**config.mk**
```make
export PLATFORM = sky130hd
export DESIGN_NAME = des_key_schedule
export DESIGN_NICKNAME = d
export VERILOG_FILES = /design/src/rtl/des_key_schedule.sv
export SDC_FILE = /design/constraint.sdc
export NUM_CORES = 1
export LEC_CHECK = 0
export CAP_MARGIN = 20
export CORE_ASPECT_RATIO = 1.2
export CORE_MARGIN = 2
export CORE_UTILIZATION = 58
export DETAILED_ROUTE_END_ITERATION = 10
export PLACE_DENSITY_LB_ADDON = 0.15
export SYNTH_ARGS = -nofsm -noshare
export SYNTH_HDL_FRONTEND = slang
export SYNTH_SLANG_ARGS = --single-unit
```
**constraint.sdc**
```tcl
create_clock -name clk -period 10.8 [get_ports clk]
set_input_delay 2.16 -clock clk [delete_from_list [all_inputs] [get_ports clk]]
set_output_delay 2.16 -clock clk [all_outputs]
set_load 0.02 [all_outputs]
```
**src/rtl/des_key_schedule.sv**
```systemverilog
// Iterative DES key schedule: PC-1 on load, per-round C/D rotation, registered
// PC-2 output. Emits K1..K16 (encrypt) or K16..K1 (decrypt), each held for
// ROUND_CYCLES clocks, so it can feed a round datapath of matching latency.
module des_key_schedule #(
  parameter int ROUND_CYCLES = 1
) (
  input  logic        clk,
  input  logic        rst,
  input  logic        start,
  input  logic [63:0] key,
  input  logic        decrypt,
  output logic [47:0] round_key,
  output logic [3:0]  round_idx,
  output logic        key_valid,
  output logic        last_round,
  output logic        busy,
  output logic        done
);

  localparam int HW = (ROUND_CYCLES > 1) ? $clog2(ROUND_CYCLES) : 1;

  // FIPS 46-3 PC-1: 1-based source bit numbers of the 64-bit key, output order
  localparam logic [447:0] PC1_TAB = {
    8'd57, 8'd49, 8'd41, 8'd33, 8'd25, 8'd17, 8'd9,
    8'd1,  8'd58, 8'd50, 8'd42, 8'd34, 8'd26, 8'd18,
    8'd10, 8'd2,  8'd59, 8'd51, 8'd43, 8'd35, 8'd27,
    8'd19, 8'd11, 8'd3,  8'd60, 8'd52, 8'd44, 8'd36,
    8'd63, 8'd55, 8'd47, 8'd39, 8'd31, 8'd23, 8'd15,
    8'd7,  8'd62, 8'd54, 8'd46, 8'd38, 8'd30, 8'd22,
    8'd14, 8'd6,  8'd61, 8'd53, 8'd45, 8'd37, 8'd29,
    8'd21, 8'd13, 8'd5,  8'd28, 8'd20, 8'd12, 8'd4
  };

  // FIPS 46-3 PC-2: 1-based source bit numbers of the 56-bit C||D, output order
  localparam logic [383:0] PC2_TAB = {
    8'd14, 8'd17, 8'd11, 8'd24, 8'd1,  8'd5,
    8'd3,  8'd28, 8'd15, 8'd6,  8'd21, 8'd10,
    8'd23, 8'd19, 8'd12, 8'd4,  8'd26, 8'd8,
    8'd16, 8'd7,  8'd27, 8'd20, 8'd13, 8'd2,
    8'd41, 8'd52, 8'd31, 8'd37, 8'd47, 8'd55,
    8'd30, 8'd40, 8'd51, 8'd45, 8'd33, 8'd48,
    8'd44, 8'd49, 8'd39, 8'd56, 8'd34, 8'd53,
    8'd46, 8'd42, 8'd50, 8'd36, 8'd29, 8'd32
  };

  typedef enum logic [1:0] {IDLE, RUN, DONE} state_t;

  state_t          state, state_next;
  logic [27:0]     c, d, load_c, load_d, step_c, step_d;
  logic [55:0]     cd0;
  logic            dec;
  logic            step_two;
  logic [HW-1:0]   hold;
  logic            hold_wrap;

  // Vector bit 63 is FIPS bit 1, so FIPS bit n lives at key[64-n]
  function automatic logic [55:0] pc1(input logic [63:0] k);
    logic [447:0] t;
    logic [55:0]  cd;
    int           p;
    t  = PC1_TAB;
    cd = '0;
    for (int j = 0; j < 56; j++) begin
      p  = 64 - int'(t[447:440]);
      cd = {cd[54:0], k[p[5:0]]};
      t  = t << 8;
    end
    return cd;
  endfunction

  function automatic logic [47:0] pc2(input logic [27:0] cc, input logic [27:0] dd);
    logic [383:0] t;
    logic [55:0]  cd;
    logic [47:0]  rk;
    int           p;
    t  = PC2_TAB;
    cd = {cc, dd};
    rk = '0;
    for (int j = 0; j < 48; j++) begin
      p  = 56 - int'(t[383:376]);
      rk = {rk[46:0], cd[p[5:0]]};
      t  = t << 8;
    end
    return rk;
  endfunction

  // Shift table entry s(n+1) is 1 for n = 0,1,8,15, otherwise 2
  function automatic logic single_shift(input logic [3:0] n);
    return (n == 4'd0) || (n == 4'd1) || (n == 4'd8) || (n == 4'd15);
  endfunction

  // FIPS bit 1 is the MSB: a left rotate wraps bit 1 round to bit 28
  function automatic logic [27:0] rotl(input logic [27:0] x, input logic two);
    return two ? {x[25:0], x[27:26]} : {x[26:0], x[27]};
  endfunction

  function automatic logic [27:0] rotr(input logic [27:0] x, input logic two);
    return two ? {x[1:0], x[27:2]} : {x[0], x[27:1]};
  endfunction

  assign hold_wrap = (hold == HW'(ROUND_CYCLES - 1));

  // Load values (encrypt pre-rotates by s1) and the next-slot rotation
  always_comb begin
    cd0 = pc1(key);
    if (decrypt) begin
      load_c = cd0[55:28];
      load_d = cd0[27:0];
    end else begin
      load_c = rotl(cd0[55:28], 1'b0);
      load_d = rotl(cd0[27:0], 1'b0);
    end
    if (dec) begin
      step_two = !single_shift(4'd15 - round_idx);
      step_c   = rotr(c, step_two);
      step_d   = rotr(d, step_two);
    end else begin
      step_two = !single_shift(round_idx + 4'd1);
      step_c   = rotl(c, step_two);
      step_d   = rotl(d, step_two);
    end
  end

  // State register
  always_ff @(posedge clk) begin
    if (rst) state <= IDLE;
    else     state <= state_next;
  end

  // Next-state logic
  always_comb begin
    state_next = state;
    case (state)
      IDLE:    if (start) state_next = RUN;
      RUN:     if (hold_wrap && (round_idx == 4'd15)) state_next = DONE;
      DONE:    state_next = IDLE;
      default: state_next = IDLE;
    endcase
  end

  // Status outputs decoded from state
  always_comb begin
    busy       = (state == RUN);
    key_valid  = (state == RUN);
    last_round = (state == RUN) && (round_idx == 4'd15);
    done       = (state == DONE);
  end

  // Key datapath: load on accepted start, step C/D when a slot's hold expires
  always_ff @(posedge clk) begin
    if (rst) begin
      round_key <= '0;
      round_idx <= '0;
      hold      <= '0;
    end else if (state == IDLE && start) begin
      c         <= load_c;
      d         <= load_d;
      dec       <= decrypt;
      round_idx <= '0;
      hold      <= '0;
      round_key <= pc2(load_c, load_d);
    end else if (state == RUN) begin
      if (hold_wrap) begin
        hold <= '0;
        if (round_idx != 4'd15) begin
          round_idx <= round_idx + 4'd1;
          c         <= step_c;
          d         <= step_d;
          round_key <= pc2(step_c, step_d);
        end
      end else begin
        hold <= hold + HW'(1);
      end
    end
  end

endmodule
```
==> impl_results.md <==
- Status: finished, final reports clean
- Ant diodes: 0
- Reg2reg start: round_idx[1]
- CTS tree: yes
- Clock power share: 31.1%
- Cell mode on critical path: buf_4
- Gr usage total: 31.2%
- Placed Area: 0.00797 sq mm
- Vias per inst: 6.87
- Share of layout cells above drive strength 1: 6.34%
- Net Sw Power: 0.362 mW
- Hold Vio Cnt, Final: 0
- GR Overflow Total: 0
- R2r setup slk: 7.66 ns
- Initial Utilization: 59.4%
- Sequential area share after synthesis: 40.7%
- Setup violators final: 0
- First-pass GRT wire length: 30,700 microns
- YS warnings: 0
- Largest net degree at the start of global routing: 106
- WHS: 0.586 ns
- Yosys cell types: 44
- Slowest cell on the critical path: and2_1
- Required @ worst endpoint: 10.86 ns
- Max Cap Violations: 0
- Die ar.: 0.0127 sq mm
- Critical Path Start Type: input port
- Non-filler cells, final: 898
- Switching share of power: 29.8%
- Hold WC Path Type: flop to flop
- Core box area: 0.0116 sq mm
- Worst Setup SP: start
- Placed cell count: 881
- DR vias: 6,170
- DP Worst Slack: 5.84 ns
- Period utilization: 43.1%
- Largest stage delay, worst path: 0.76 ns
- Post-synth top area share: 24.9%
- P_int: 0.853 mW
- Design area: 0.00834 sq mm
- Hold Path Origin: round_key[24]
- #FFs+latches synth: 111
- Initial drt markers: 668
- Fill count: 833
- Seq pwr share: 43.1%
- Boundary Pins: 124
- Pre-antenna DRT Iters: 6
- Final worst setup slack: 6.15 ns
- Synthesis-to-finish area growth: 21.4%
- Post-layout util: 72.1%
- DRC violation count after routing: 0
- Nets: 808
- Min Clock Period, post-route: 4.65 ns
- TNS Setup: 0 ns
- Synth Cell Area: 0.00687 sq mm
- Root Driver: clkbuf_16
- PwrDens: 146 mW/mm^2
- Syn_area_per_cell: 10.3 sq um
- Sequential cell area: 0.00279 sq mm
- RSZ-0062 raised after global routing: false
- Max-slew violation count: 0
- Average wire per standard cell: 22.2 microns
- Critical path class: input port to flop
- CTS HTree Levels: 3
- Synth area leader: edfxtp_1
- Detailed Place HPWL: 12,400 microns
- Max clock buf depth: 2
- Die X: 103 microns
- Maximum vdd drop: 0.0000788 V
- Syn_nets: 736
- Final ANT Viol Nets: 0
- Post-Route WL: 19,900 microns
- Post-Syn Instances: 664
- Top area cells in the synthesized netlist: edfxtp_1 25%, dfxtp_1 16%, mux2i_1 14%, a2111o_1 7.9%, a221oi_1 6.0%
- Worst-margin pin slew: 1.08 ns
- Max Clock Freq: 215 MHz
- Clk_skew: 0.00778 ns
- EDFF count, synth: 57
- Max_slew headroom: 28.3%
- Setup bufs post-CTS: 0
- Later-pin clock latency in the skew report: 0.35 ns
- # clock sinks: 111
- Gpl congestion: 0.812
- Crit path cell chain: clkdlybuf4s50_1 > nand2_2 > buf_4 > and2_1 > buf_4 > a221oi_1
- LEAKAGE: 3.01 nW
- Crit path DAT: 4.71 ns
- Worst-path maximum fanout: 59
- Design Power: 1.21 mW
- Hold buffer count at CTS: 0
- Number of global-route vias before repair: 6,156
- Ys flop type: edfxtp_1
- PortBufs: 115
- Std-Cell Rows: 43
- Reg clk slew, reported paths: 0.07 ns
- # resized after CTS: 0
- Ys async rst share: 0%
- Inserted Clock Buffers: 9
- Crit path capture type: flop
- Logic pwr share: 25.8%
- Die Y: 123 microns
- Area of the multi-input gates: 0.00374 sq mm
- Initial antenna violation count: 0
## layer usage
layer | part of all wire (%) | vias up | wire (microns) | track usage [%]
li1 | - | 2775 | - | -
met1 | 40 | 2987 | 7930 | 39.2
met2 | 50 | 368 | 9960 | 54.0
met3 | 7.9 | 40 | 1570 | 3.28
met4 | 2.2 | 0 | 433 | 13.9
met5 | 0 | - | 0 | 0
## critical path: cells and delay by family
family,cells,cell delay [ns]
buf+inv,3,1.52
simple gates,2,0.85
compound gates,1,0.15
## cell usage after synthesis (all sizes together) (2+ instances only)
master	instances
buf	23
a221oi	48
nand2	20
and2	3
a2111o	48
edfxtp	57
nor2b	52
o22ai	8
a21oi	59
nor2	52
clkbuf	43
mux2	16
nor3b	2
a211oi	48
inv	3
dfxtp	54
a31oi	8
nor3	3
ha	4
mux2i	97
a21o	2
## final cells by class
cell class | count | area share [%]
Inverter | 3 | 0.135
Clock buffer | 13 | 3.63
Tap cell | 157 | 2.36
Clock inverter | 3 | 0.525
Multi-Input combinational cell | 484 | 44.9
Sequential cell | 111 | 33.5
Timing Repair Buffer | 127 | 14.9
## path summary, 6_finish.rpt
path	to	cells after the start
setup / recovery	c[15]	6
hold / removal	round_key[24]	3
setup reg to reg	c[12]	7
hold reg to reg	round_key[24]	3
## power by group through the flow
stage	Clock (mW)	Sequential, mW	Combinational, mW
after floorplan	0	0.548	0.182
final	0.378	0.524	0.314
after global routing	0.395	0.528	0.334
after detailed placement	0	0.532	0.307
after CTS	0.378	0.523	0.310
after global placement	0	0.531	0.299
## flip-flops by register name, indices dropped and copies added (netlist names)
signal	cells
round_key	48
c	28
round_idx	4
d	28
dec	1
state	2
## cell families (layout without fill, tap and decap cells)
group	after synthesis	count (layout)	synth area share, %
compound gates	226	226	26.0
simple gates	140	140	10.3
mux	113	113	16.8
flops	111	111	40.7
buf+inv	69	146	5.39
fa+ha+maj	4	4	0.729
xor+xnor	1	1	0.128
## placed cells by master (no fill, tap or decap), types with 3 or more instances in the layout
cell             netlist  layout
inv_1                  3       3
nor2b_1               52      51
mux2_2                 8       8
buf_4                  5      12
a21oi_1               58      58
and2_1                 3       3
mux2i_1               97      97
o22ai_1                8       8
mux2_1                 8       8
dfxtp_1               54      54
a31oi_1                8       8
ha_1                   4       4
edfxtp_1              57      57
clkbuf_16              0      11
nor2_1                52      50
nand2_1               19      18
clkdlybuf4s50_1        0     113
nor3_1                 3       3
a221oi_1              47      47
a211oi_1              48      48
a2111o_1              48      48
No activity file was read; power rests on OpenSTA's default activity.
